$ cat config.mk
export PLATFORM = sky130hd
export DESIGN_NAME = watch_set_ctrl
export DESIGN_NICKNAME = d
export VERILOG_FILES = /design/src/rtl/watch_set_ctrl.sv
export SDC_FILE = /design/constraint.sdc
export NUM_CORES = 1
export LEC_CHECK = 0
export CAP_MARGIN = 20
export CORE_UTILIZATION = 49
export CTS_CLUSTER_SIZE = 16
export DETAILED_ROUTE_END_ITERATION = 7
export GPL_TIMING_DRIVEN = 0
export PLACE_DENSITY = 0.81
export RECOVER_POWER = 50
export SLEW_MARGIN = 10
export SYNTH_ARGS = -nofsm -noshare
export SYNTH_HDL_FRONTEND = slang
export SYNTH_SLANG_ARGS = --single-unit
export TNS_END_PERCENT = 5
$ cat constraint.sdc
create_clock -name clk_i -period 1.57 [get_ports clk_i]
set_input_delay 0.157 -clock clk_i [delete_from_list [all_inputs] [get_ports clk_i]]
set_output_delay 0.157 -clock clk_i [all_outputs]
set_load 0.005 [all_outputs]
$ cat src/rtl/watch_set_ctrl.sv
// Watch time-keeping / time-setting controller: seconds prescaler, digit-select FSM,
// INC pulse generation with auto-repeat, display blink and idle timeout back to RUN.
module watch_set_ctrl #(
  parameter int SEC_PER_MIN = 60,
  parameter int HOLD_CYC    = 16384,
  parameter int REPEAT_CYC  = 4096,
  parameter int TIMEOUT_S   = 30
) (
  input  logic       clk_i,
  input  logic       rst_i,
  input  logic       tick_1hz_i,
  input  logic       btn_mode_i,
  input  logic       btn_inc_i,
  output logic       min_tick_o,
  output logic       inc_o,
  output logic [1:0] inc_sel_o,
  output logic       carry_en_o,
  output logic [1:0] mode_o,
  output logic       blink_o,
  output logic [5:0] sec_o
);

  typedef enum logic [1:0] {
    RUN     = 2'd0,
    SET_H   = 2'd1,
    SET_M10 = 2'd2,
    SET_M1  = 2'd3
  } state_t;

  localparam int CNT_MAX = (HOLD_CYC > REPEAT_CYC) ? HOLD_CYC : REPEAT_CYC;
  localparam int CNT_W   = $clog2(CNT_MAX + 1);
  localparam int IDLE_W  = $clog2(TIMEOUT_S + 1);

  // The edge cycle already emits the first pulse, so the hold phase ends one count early.
  localparam logic [CNT_W-1:0]  HOLD_LAST = CNT_W'(HOLD_CYC - 2);
  localparam logic [CNT_W-1:0]  REP_LAST  = CNT_W'(REPEAT_CYC - 1);
  localparam logic [IDLE_W-1:0] IDLE_LAST = IDLE_W'(TIMEOUT_S - 1);
  localparam logic [5:0]        SEC_LAST  = 6'(SEC_PER_MIN - 1);

  state_t            state_reg;
  logic              inc_active_reg;
  logic              repeating_reg;
  logic [CNT_W-1:0]  hold_cnt_reg;
  logic [IDLE_W-1:0] idle_cnt_reg;

  logic [1:0] btn;
  logic [1:0] btn_edge;
  logic       mode_edge;
  logic       inc_edge;
  logic       in_set;
  logic       repeat_fire;
  logic       timeout;

  assign btn = {btn_inc_i, btn_mode_i};

  // Previous level also tracks during reset, so a button held across reset release is no edge.
  for (genvar gi = 0; gi < 2; gi++) begin : g_edge
    logic prev_reg;
    always_ff @(posedge clk_i) begin
      prev_reg <= btn[gi];
    end
    assign btn_edge[gi] = btn[gi] & ~prev_reg;
  end

  assign mode_edge = btn_edge[0];
  assign inc_edge  = btn_edge[1];
  assign in_set    = (state_reg != RUN);

  assign repeat_fire = inc_active_reg & btn_inc_i & ~mode_edge &
                       (repeating_reg ? (hold_cnt_reg == REP_LAST)
                                      : (hold_cnt_reg == HOLD_LAST));

  assign timeout = in_set & tick_1hz_i & (idle_cnt_reg == IDLE_LAST) &
                   ~mode_edge & ~inc_edge & ~repeat_fire;

  always_ff @(posedge clk_i) begin
    if (rst_i) begin
      state_reg      <= RUN;
      sec_o          <= 6'd0;
      min_tick_o     <= 1'b0;
      inc_o          <= 1'b0;
      blink_o        <= 1'b1;
      inc_active_reg <= 1'b0;
      repeating_reg  <= 1'b0;
      hold_cnt_reg   <= '0;
      idle_cnt_reg   <= '0;
    end else begin
      min_tick_o <= 1'b0;
      inc_o      <= 1'b0;
      case (state_reg)
        RUN: begin
          blink_o        <= 1'b1;
          inc_active_reg <= 1'b0;
          repeating_reg  <= 1'b0;
          hold_cnt_reg   <= '0;
          if (mode_edge) begin
            state_reg    <= SET_H;
            idle_cnt_reg <= '0;
          end else if (tick_1hz_i) begin
            if (sec_o == SEC_LAST) begin
              sec_o      <= 6'd0;
              min_tick_o <= 1'b1;
            end else begin
              sec_o <= sec_o + 6'd1;
            end
          end
        end
        default: begin
          if (mode_edge) begin
            state_reg      <= state_t'(state_reg + 2'd1);
            blink_o        <= 1'b1;
            idle_cnt_reg   <= '0;
            inc_active_reg <= 1'b0;
            repeating_reg  <= 1'b0;
            hold_cnt_reg   <= '0;
            if (state_reg == SET_M1) sec_o <= 6'd0;
          end else if (timeout) begin
            state_reg      <= RUN;
            blink_o        <= 1'b1;
            sec_o          <= 6'd0;
            idle_cnt_reg   <= '0;
            inc_active_reg <= 1'b0;
            repeating_reg  <= 1'b0;
            hold_cnt_reg   <= '0;
          end else begin
            if (tick_1hz_i) blink_o <= ~blink_o;
            if (inc_edge) begin
              inc_o          <= 1'b1;
              inc_active_reg <= 1'b1;
              repeating_reg  <= 1'b0;
              hold_cnt_reg   <= '0;
            end else if (inc_active_reg && btn_inc_i) begin
              if (repeat_fire) begin
                inc_o         <= 1'b1;
                repeating_reg <= 1'b1;
                hold_cnt_reg  <= '0;
              end else begin
                hold_cnt_reg <= hold_cnt_reg + CNT_W'(1);
              end
            end else begin
              inc_active_reg <= 1'b0;
              repeating_reg  <= 1'b0;
              hold_cnt_reg   <= '0;
            end
            // Any user activity restarts the idle window, even if a tick lands in the same cycle.
            if (inc_edge || repeat_fire) begin
              idle_cnt_reg <= '0;
            end else if (tick_1hz_i) begin
              idle_cnt_reg <= idle_cnt_reg + IDLE_W'(1);
            end
          end
        end
      endcase
    end
  end

  always_comb begin
    inc_sel_o = 2'd3;
    case (state_reg)
      SET_H:   inc_sel_o = 2'd2;
      SET_M10: inc_sel_o = 2'd1;
      SET_M1:  inc_sel_o = 2'd0;
      default: inc_sel_o = 2'd3;
    endcase
  end

  assign carry_en_o = (state_reg == RUN);
  assign mode_o     = state_reg;

endmodule

# Yosys cells after proc, flatten, opt, wreduce, memory -nomap -nowiden

Cells that the tools add are included.

Flip-flop bits (word level): 35
Bits of input ports: 5
Output and inout port bits: 14
Logic and storage cells: 85

Add/sub/neg operators: 4
Equal/unequal tests: 12
Mux-type cells: 25
Bitwise logic cells: 19
Reductions and logical operators: 14

Operator list:

| kind                                                   | number |
|---|---|
| two-way mux 6 bit                                      | 7 |
| two-way mux 5 bit                                      | 6 |
| adder 15 x 1 -> 15 bit (second input constant)         | 1 |
| equality test 15 x 12 -> 1 bit (second input constant) | 1 |
| equality test 15 x 14 -> 1 bit (second input constant) | 1 |
| bitwise AND 1 bit                                      | 10 |
| inverter 1 bit                                         | 9 |
| two-way mux 2 bit                                      | 4 |
| OR reduction 4 bit                                     | 2 |
| two-way mux 1 bit                                      | 7 |
| OR reduction 7 bit                                     | 1 |
| adder 6 x 1 -> 6 bit (second input constant)           | 1 |
| equality test 6 bit (second input constant)            | 1 |
| inequality test 2 bit (second input constant)          | 3 |
| one-hot mux 2 bit (3 select lines)                     | 1 |
| OR reduction 6 bit                                     | 1 |
| adder 5 x 1 -> 5 bit (second input constant)           | 1 |
| equality test 5 bit (second input constant)            | 1 |
| equality test 2 bit (second input constant)            | 2 |
| inequality test 2 x 1 -> 1 bit (second input constant) | 2 |
| AND reduction 2 bit                                    | 2 |
| AND reduction 4 bit                                    | 1 |
| nonzero test 2 bit                                     | 2 |
| nonzero test 4 bit                                     | 1 |
| 6 further kinds                                        | 6 |

# Logic depth before layout (Yosys ltp)

Gate-level depths: netlist of the first run.

Depth in word-level cells: 10
Depth in mapped cells: 8
Gate-level depth less buffers: 7

# Worst setup path after synthesis of the first run

Ideal clock, no wire load.

Path type: register -> register
Start: reg state_reg[0], in the netlist mode_o[0]
End: reg idle_cnt_reg[2]
Setup time: 57 ps
Arrival: 1672 ps
Data required time: 1513 ps
Slack: -159 ps
Cell stages (with the launch flop): 7
Buffers on the path: 0
Period minus slack after synthesis: 1729 ps
Cells stage by stage: dfxtp_1 > inv_1 > ha_1 > nor3_1 > nand4b_1 > nor3b_1 > a21o_1

Elaborated cells between the ends (all ways): 13
Classes of those cells: 1 x eq/ne; 3 x mux; 5 x bitwise; 4 x reduce/logical

RTL lines:

| what                                            | line | source |
|---|---|---|
| start: declaration                              | 40   | `state_t state_reg;` |
| start signal: assignment                        | 110  | `state_reg <= state_t'(state_reg + 2'd1);` |
| zero test 2 bit (*)                             | --   |  |
| via carry_en_o                                  | 17   | `output logic carry_en_o,` |
| inequality test 2 x 1 -> 1 bit (no source line) | --   |  |
| AND reduction 2 bit (no source line)            | --   |  |
| end signal: assignment                          | 149  | `idle_cnt_reg <= idle_cnt_reg + IDLE_W'(1);` |
| end: declaration                                | 44   | `logic [IDLE_W-1:0] idle_cnt_reg;` |

The timed path passes the listed nets; every way through them passes the cells marked *.
A chain may end at the register's enable or synchronous reset.

# Worst setup path in the final report of the first run

Start: reg sec_o[0]
End: reg sec_o[3]

Cells in the longest elaborated chain, start to end: 5
Elaborated cells between the ends (all ways): 6
Classes of those cells: 1 x add/sub; 1 x eq/ne; 4 x mux

RTL lines:

| what                                                               | line     | source |
|---|---|---|
| start: declaration                                                 | 20       | `output logic [5:0] sec_o` |
| start signal: assignment                                           | 104      | `sec_o <= sec_o + 6'd1;` |
| adder 6 x 1 -> 6 bit / equality test 6 bit (equally long branches) | 104, 100 |  |
| two-way mux 6 bit (*)                                              | 100      | `if (sec_o == SEC_LAST) begin` |
| two-way mux 6 bit (*)                                              | 99       | `end else if (tick_1hz_i) begin` |
| two-way mux 6 bit (*)                                              | 96       | `if (mode_edge) begin` |
| two-way mux 6 bit (*)                                              | 90       | `case (state_reg)` |

Every way passes the cells marked *; elsewhere a longest branch is shown, timed or not. The select of a mux whose other input is x is not followed.

==> metrics.cfg, run 1 <==
[sta]
fin_skew_ns=0.0144
fin_setup_tns_ns=-0.436
layout_setup_ws_ns=-0.113
rsz0062_at_grt=yes
whs_ns=0.261
fmax_mhz=594
fin_crit_ns=1.68
finalSetupViolations=10
worst_slew_pin_slew_ns=0.464
drv_slew=0
fin_crit_sh_pct=107
hold_violations=0
slew-limit-headroom_pct=69.1

[place]
dp.cells=247
gp_congestion=0.787
port_buffers=17
place_ws_ns=-0.549
dp_hpwl_mm=2.21

[clock_network]
cts_tree=built
numCtsBuffers=5
clk-insertion-delay-late_ns=0.35
clock_path_buffers=2
root_buffer=clkbuf_4
htree_num_levels=2
cts.clk_slew.worst_paths_ns=0.10
cts.sinks=35

[worst_hold_path]
hold_depth=3
hold_path.class=primary input to register

[grt]
grt_pass1_vias=1315
grt_pass1_wl_mm=5.88
antenna_found_initial=0
grt_overflow=0
grt_max_degree=12
track_usage_pct=22.2

[drt]
drc=0
vias=1464
wirelength_mm=3.65
ant_nets=0
first_iter_violations=83
dr.pass1.iters=4
viasPerCell=5.50
wl_per_cell_microns=13.7

[floorplan]
die_w_microns=60.6
die_area_sq_um=3680
die-height_microns=60.6
io_pins=19
rows=20
core_sq_um=3150
initial_core_util_pct=53.4

[yosys]
synth-main-ff-cell=dfxtp_1
synth.top_cell.area_share_pct=41.6
synth.most_common_cell=dfxtp_1
yosys-top-cells-area=dfxtp_1 42%, ha_1 5.9%, xnor2_1 5.2%, nor2_1 5.1%, nand3_1 4.5%
synth.distinct_cells=46
synth_nets=199
netlist_instances=186
synth_area_sq_um=1680
synth_async_sr_flop_share_pct=0
synth-seq-cells=35
yosysTopAreaCell=dfxtp_1
yosysSeqAreaShare_pct=41.6
yosysWarnings=0
synth_edf_count=0
synth.avg_cell_area_sq_um=9.05
ys_top_cells_by_count=35 x dfxtp_1, 23 x nor2_1, 15 x nand3_1

[critical_path]
cp_num_cells=7
max_stage_delay_ns=0.38
cp_num_buf_inv=0
crit_slowest_cell=dfxtp_4
cp_top_family=simple AND/OR/NAND/NOR gates
arrival_ns=1.94
crit_required_ns=1.83
ff2ff_path_depth=7
criticalPathCategory=register to register
cp-end-kind=register
path_cells=ha_4, nor2b_4, nand4_1, nand4_1, nor3_2, a31oi_1, a211oi_1
critPathMaxFanout=5
critPathLaunchType=register
path_common_cell=nand4_1

[finish]
fillerInstances=250
multiInputGateArea_sq_um=1050
seqCellArea_sq_um=731
diodes=0
layoutNonFillerInstCount=266
area_delta_synth_final_pct=32.5
drive_above_1_share_pct=28.8
finalNetCount=234
largest_reg_flops=15

[pwr]
p_leak_nw=0.773
p_sw_share_pct=23.1
peakVddDrop_v=0.000616
p_seq_share_pct=51.6
intPower_mw=1.35
p_per_area_nw_per_um2=784
power_frac_clock_pct=39.2
p_switching_mw=0.405
p_comb_share_pct=9.2

[run]
drv_cap=0

[run_status]
outcome=complete, but fails checks
violations=setup timing

worst paths after layout:
check / startpoint / endpoint / slack, ns
setup reg to reg: sec_o[0] / sec_o[3] / -0.11
setup / recovery: sec_o[0] / sec_o[3] / -0.11
hold / removal: tick_1hz_i / sec_o[1] / 0.26
hold reg to reg: g_edge[1].prev_reg / repeating_reg / 0.49
layout by cell type (no fill, tap or decap), types with 7 or more instances in the layout:
cell,n
nor2_1,23
dfxtp_1,23
nand3_1,14
buf_4,11
nand2_1,10
xnor2_1,10
clkdlybuf4s50_1,10
inv_1,7
tightest hold or removal path, delay by kind of cell:
kind / cells / cell delay (ns)
compound gates: 1 / 0.06
buf+inv: 1 / 0.21
simple gates: 1 / 0.13
metrics by stage:
stage / util (%) / instance area (sq um) / power [mW]
floorplan: - / 1700 / 1.00
global placement: 61.2 / 1930 / 1.06
detailed placement: 61.2 / 1930 / 1.06
CTS: 67.9 / 2140 / 1.76
global route: 70.8 / 2230 / 1.82
finish: 70.8 / 2230 / 1.75
power by group through the flow:
stage               registers (mW)  logic (mW)  clock network [mW]
floorplan                    0.930      0.0751                   0
global placement             0.930       0.125                   0
detailed placement           0.931       0.127                   0
CTS                          0.903       0.150               0.708
global route                 0.906       0.174               0.739
finish                       0.903       0.160               0.686
cells by family after synthesis:
family / count (synthesis) / synth area share [%]
simple gates: 87 / 28.4
compound gates: 26 / 12.2
flops: 35 / 41.6
buf+inv: 13 / 2.97
fa+ha+maj: 8 / 5.94
mux: 1 / 0.594
xor+xnor: 16 / 8.32
area by class of cell:
| cell class | instances | area share [%] |
|---|---|---|
| multi-input cells | 138 | 47.1 |
| flip-flops and latches | 35 | 32.7 |
| repair buffers | 28 | 10.8 |
| well taps | 44 | 2.47 |
| clock buffers | 6 | 2.30 |
| clock inverters | 2 | 1.57 |
| inverters | 9 | 1.51 |
| plain buffers | 4 | 1.46 |
layer usage:
metal	up-vias	GRT usage (%)	share of wire (%)
li1	728	-	-
met1	686	26.7	44
met2	39	36.7	49
met3	11	6.61	5.5
met4	0	9.74	1.8
met5	-	0	0
repair_timing:
| item | 4_1_cts | 5_1_grt |
|---|---|---|
| resized for setup | 28 | 21 |
| pin swaps | 8 | 7 |
| setup buffers | 7 | 4 |
| endpoints found under the setup margin | 30 | 30 |
| hold buffers | 0 | 0 |
(Power assumes the default switching activity.)
==> run 2: changes to the inputs <==
--- a/config.mk
+++ b/config.mk
@@ -6,6 +6,7 @@
 export NUM_CORES = 1
 export LEC_CHECK = 0
 export CAP_MARGIN = 20
+export CORE_MARGIN = 2
 export CORE_UTILIZATION = 49
 export CTS_CLUSTER_SIZE = 16
 export DETAILED_ROUTE_END_ITERATION = 7
==> run 2 against run 1 <==
The flow still finishes with violations (setup timing). Register-to-register slack hardly changed. Final area is 1.6% lower. Hold slack worse by 0.010 ns. First-iteration DRC count is 16% lower. Setup slack worse by 0.0079 ns. Sequential power hardly changed. Critical path depth is 1 lower.
==> metrics.cfg, run 2 (synthesized netlist as in run 1, its figures left out) <==
[worst_hold_path]
hold_path.class=primary input to register  ; unchanged
hold_depth=3  ; unchanged

[grt]
grt_pass1_vias=1310  ; was 1315
use_met3_pct=6.31  ; was 6.61%
use_met1_pct=21.8  ; was 26.7%
grt_most_used_layer=met2  ; unchanged
grt_pass1_wl_mm=5.77  ; was 5.88 mm
grt_max_degree=12  ; unchanged
track_usage_pct=18.8  ; was 22.2%
antenna_found_initial=0  ; unchanged
grt_use_met2_pct=31.3  ; was 36.7%
grt_overflow=0  ; unchanged

[drt]
dr.pass1.iters=4  ; unchanged
drc=0  ; unchanged
vias=1441  ; was 1464
viasPerCell=5.44  ; was 5.50
wirelength_mm=3.41  ; was 3.65 mm
first_iter_violations=70  ; was 83
ant_nets=0  ; unchanged
wl_per_cell_microns=12.9  ; was 13.7 microns

[critical_path]
cp_num_cells=6  ; was 7
critPathLaunchType=register  ; unchanged
crit_slowest_cell=dfxtp_4  ; unchanged
path_cells=and4_1, and3_4, a31oi_4, nand4b_1, buf_4, mux2i_1  ; was ha_4, nor2b_4, nand4_1, nand4_1, nor3_2, a31oi_1, a211oi_1
cp-end-kind=register  ; unchanged
critPathMaxFanout=4  ; was 5
ff2ff_path_depth=6  ; was 7
crit_required_ns=1.86  ; was 1.83 ns
arrival_ns=1.98  ; was 1.94 ns
cp_top_family=simple AND/OR/NAND/NOR gates  ; unchanged
max_stage_delay_ns=0.36  ; was 0.38 ns
criticalPathCategory=register to register  ; unchanged
cp_num_buf_inv=1  ; was 0

[run_status]
violations=setup timing  ; unchanged
outcome=complete, but fails checks  ; unchanged

[place]
gp_congestion=0.837  ; was 0.787
port_buffers=17  ; unchanged
dp.cells=249  ; was 247
dp_hpwl_mm=2.24  ; was 2.21 mm
place_ws_ns=-0.552  ; was -0.549 ns

[floorplan]
die_w_microns=62.6  ; was 60.6 microns
die-height_microns=62.6  ; was 60.6 microns
core_sq_um=3310  ; was 3150 sq um
initial_core_util_pct=50.9  ; was 53.4%
io_pins=19  ; unchanged
die_area_sq_um=3920  ; was 3680 sq um
rows=21  ; was 20

[sta]
whs_ns=0.251  ; was 0.261 ns
fmax_mhz=591  ; was 594 MHz
finalSetupViolations=22  ; was 10
slew-limit-headroom_pct=70.3  ; was 69.1%
fin_skew_ns=0.0192  ; was 0.0144 ns
rsz0062_at_grt=yes  ; unchanged
drv_slew=0  ; unchanged
layout_setup_ws_ns=-0.121  ; was -0.113 ns
fin_crit_sh_pct=108  ; was 107%
hold_violations=0  ; unchanged
worst_slew_pin_slew_ns=0.445  ; was 0.464 ns
fin_crit_ns=1.69  ; was 1.68 ns

[pwr]
p_leak_nw=0.751  ; was 0.773 nW
p_per_area_nw_per_um2=793  ; was 784 nW/um^2
peakVddDrop_v=0.000518  ; was 0.000616 V

[finish]
drive_above_1_share_pct=26.9  ; was 28.8%
largest_reg_flops=15  ; unchanged
diodes=0  ; unchanged
mostFrequentLayoutCell=dfxtp_1
area_delta_synth_final_pct=30.4  ; was 32.5%
layout_common_cells=27 x dfxtp_1, 23 x nor2_1, 13 x nand3_1, 11 x clkdlybuf4s50_1, 10 x xnor2_1  ; was 23 x nor2_1, 23 x dfxtp_1, 14 x nand3_1, 11 x buf_4
finalNetCount=231  ; was 234
layoutNonFillerInstCount=265  ; was 266

[clock_network]
numCtsBuffers=5  ; unchanged
root_buffer=clkbuf_4  ; unchanged
cts.sinks=35  ; unchanged
clock_path_buffers=2  ; unchanged
clk-insertion-delay-late_ns=0.35  ; about the same
cts.clk_slew.worst_paths_ns=0.12  ; was 0.10 ns
htree_num_levels=2  ; unchanged
cts_tree=built  ; unchanged
hold_buffers=0  ; unchanged

[run]
drv_cap=0  ; unchanged

-- run 2: stage by stage --
step | utilization (%) | area [sq um] | power [mW] | TNS, ns
after floorplan | - | 1700 | 1.00 | 0
after global placement | 58.3 | 1930 | 1.06 | -14.64
after detailed placement | 58.3 | 1930 | 1.06 | -14.93
after CTS | 64.9 | 2150 | 1.75 | -1.17
after global routing | 66.3 | 2200 | 1.81 | -3.79
final | 66.3 | 2200 | 1.74 | -0.984
-- run 2: timing repair --
action / 4_1_cts / 5_1_grt
endpoints found under the hold margin: 0 / 0
setup endpoints to repair: 29 / 30
pin swaps: 5 / 9
buffers inserted: 7 / 1
resized for setup: 28 / 18
-- run 2: tightest hold or removal path, cell delays in order --
cell	delay [ns]
clkbuf_1	0.21
nand4_1	0.13
a21oi_1	0.06
-- run 2: final cells by class --
class	count	area [sq um]
clock buffer	6	51.3
inverter	9	33.8
buffer	4	28.8
sequential	35	726
fill	269	1110
tap	46	57.6
clock inverter	2	35.0
multi-input combinational	138	1040
timing repair buffer	25	219
-- run 2: layer usage --
metal  wire [microns]  part of all wire [%]
met1             1500                    44
met2             1700                    50
met3              148                   4.3
met4               63                   1.8
met5                0                     0
-- run 2: path summary, 6_finish.rpt --
check                                   startpoint               to  slack [ns]
worst max-delay path               hold_cnt_reg[6]  idle_cnt_reg[0]       -0.12
worst min-delay path                    tick_1hz_i         sec_o[1]        0.25
worst max register to register     hold_cnt_reg[6]  idle_cnt_reg[0]       -0.12
worst min register to register  g_edge[1].prev_reg    repeating_reg        0.49
-- run 2: power breakdown --
part	switching, mW	total, mW	internal, mW	leakage [nW]
registers	0.00990	0.900	0.890	0.289
logic	0.0825	0.156	0.0739	0.414
clock network	0.310	0.686	0.376	0.0482
total	0.403	1.74	1.34	0.751
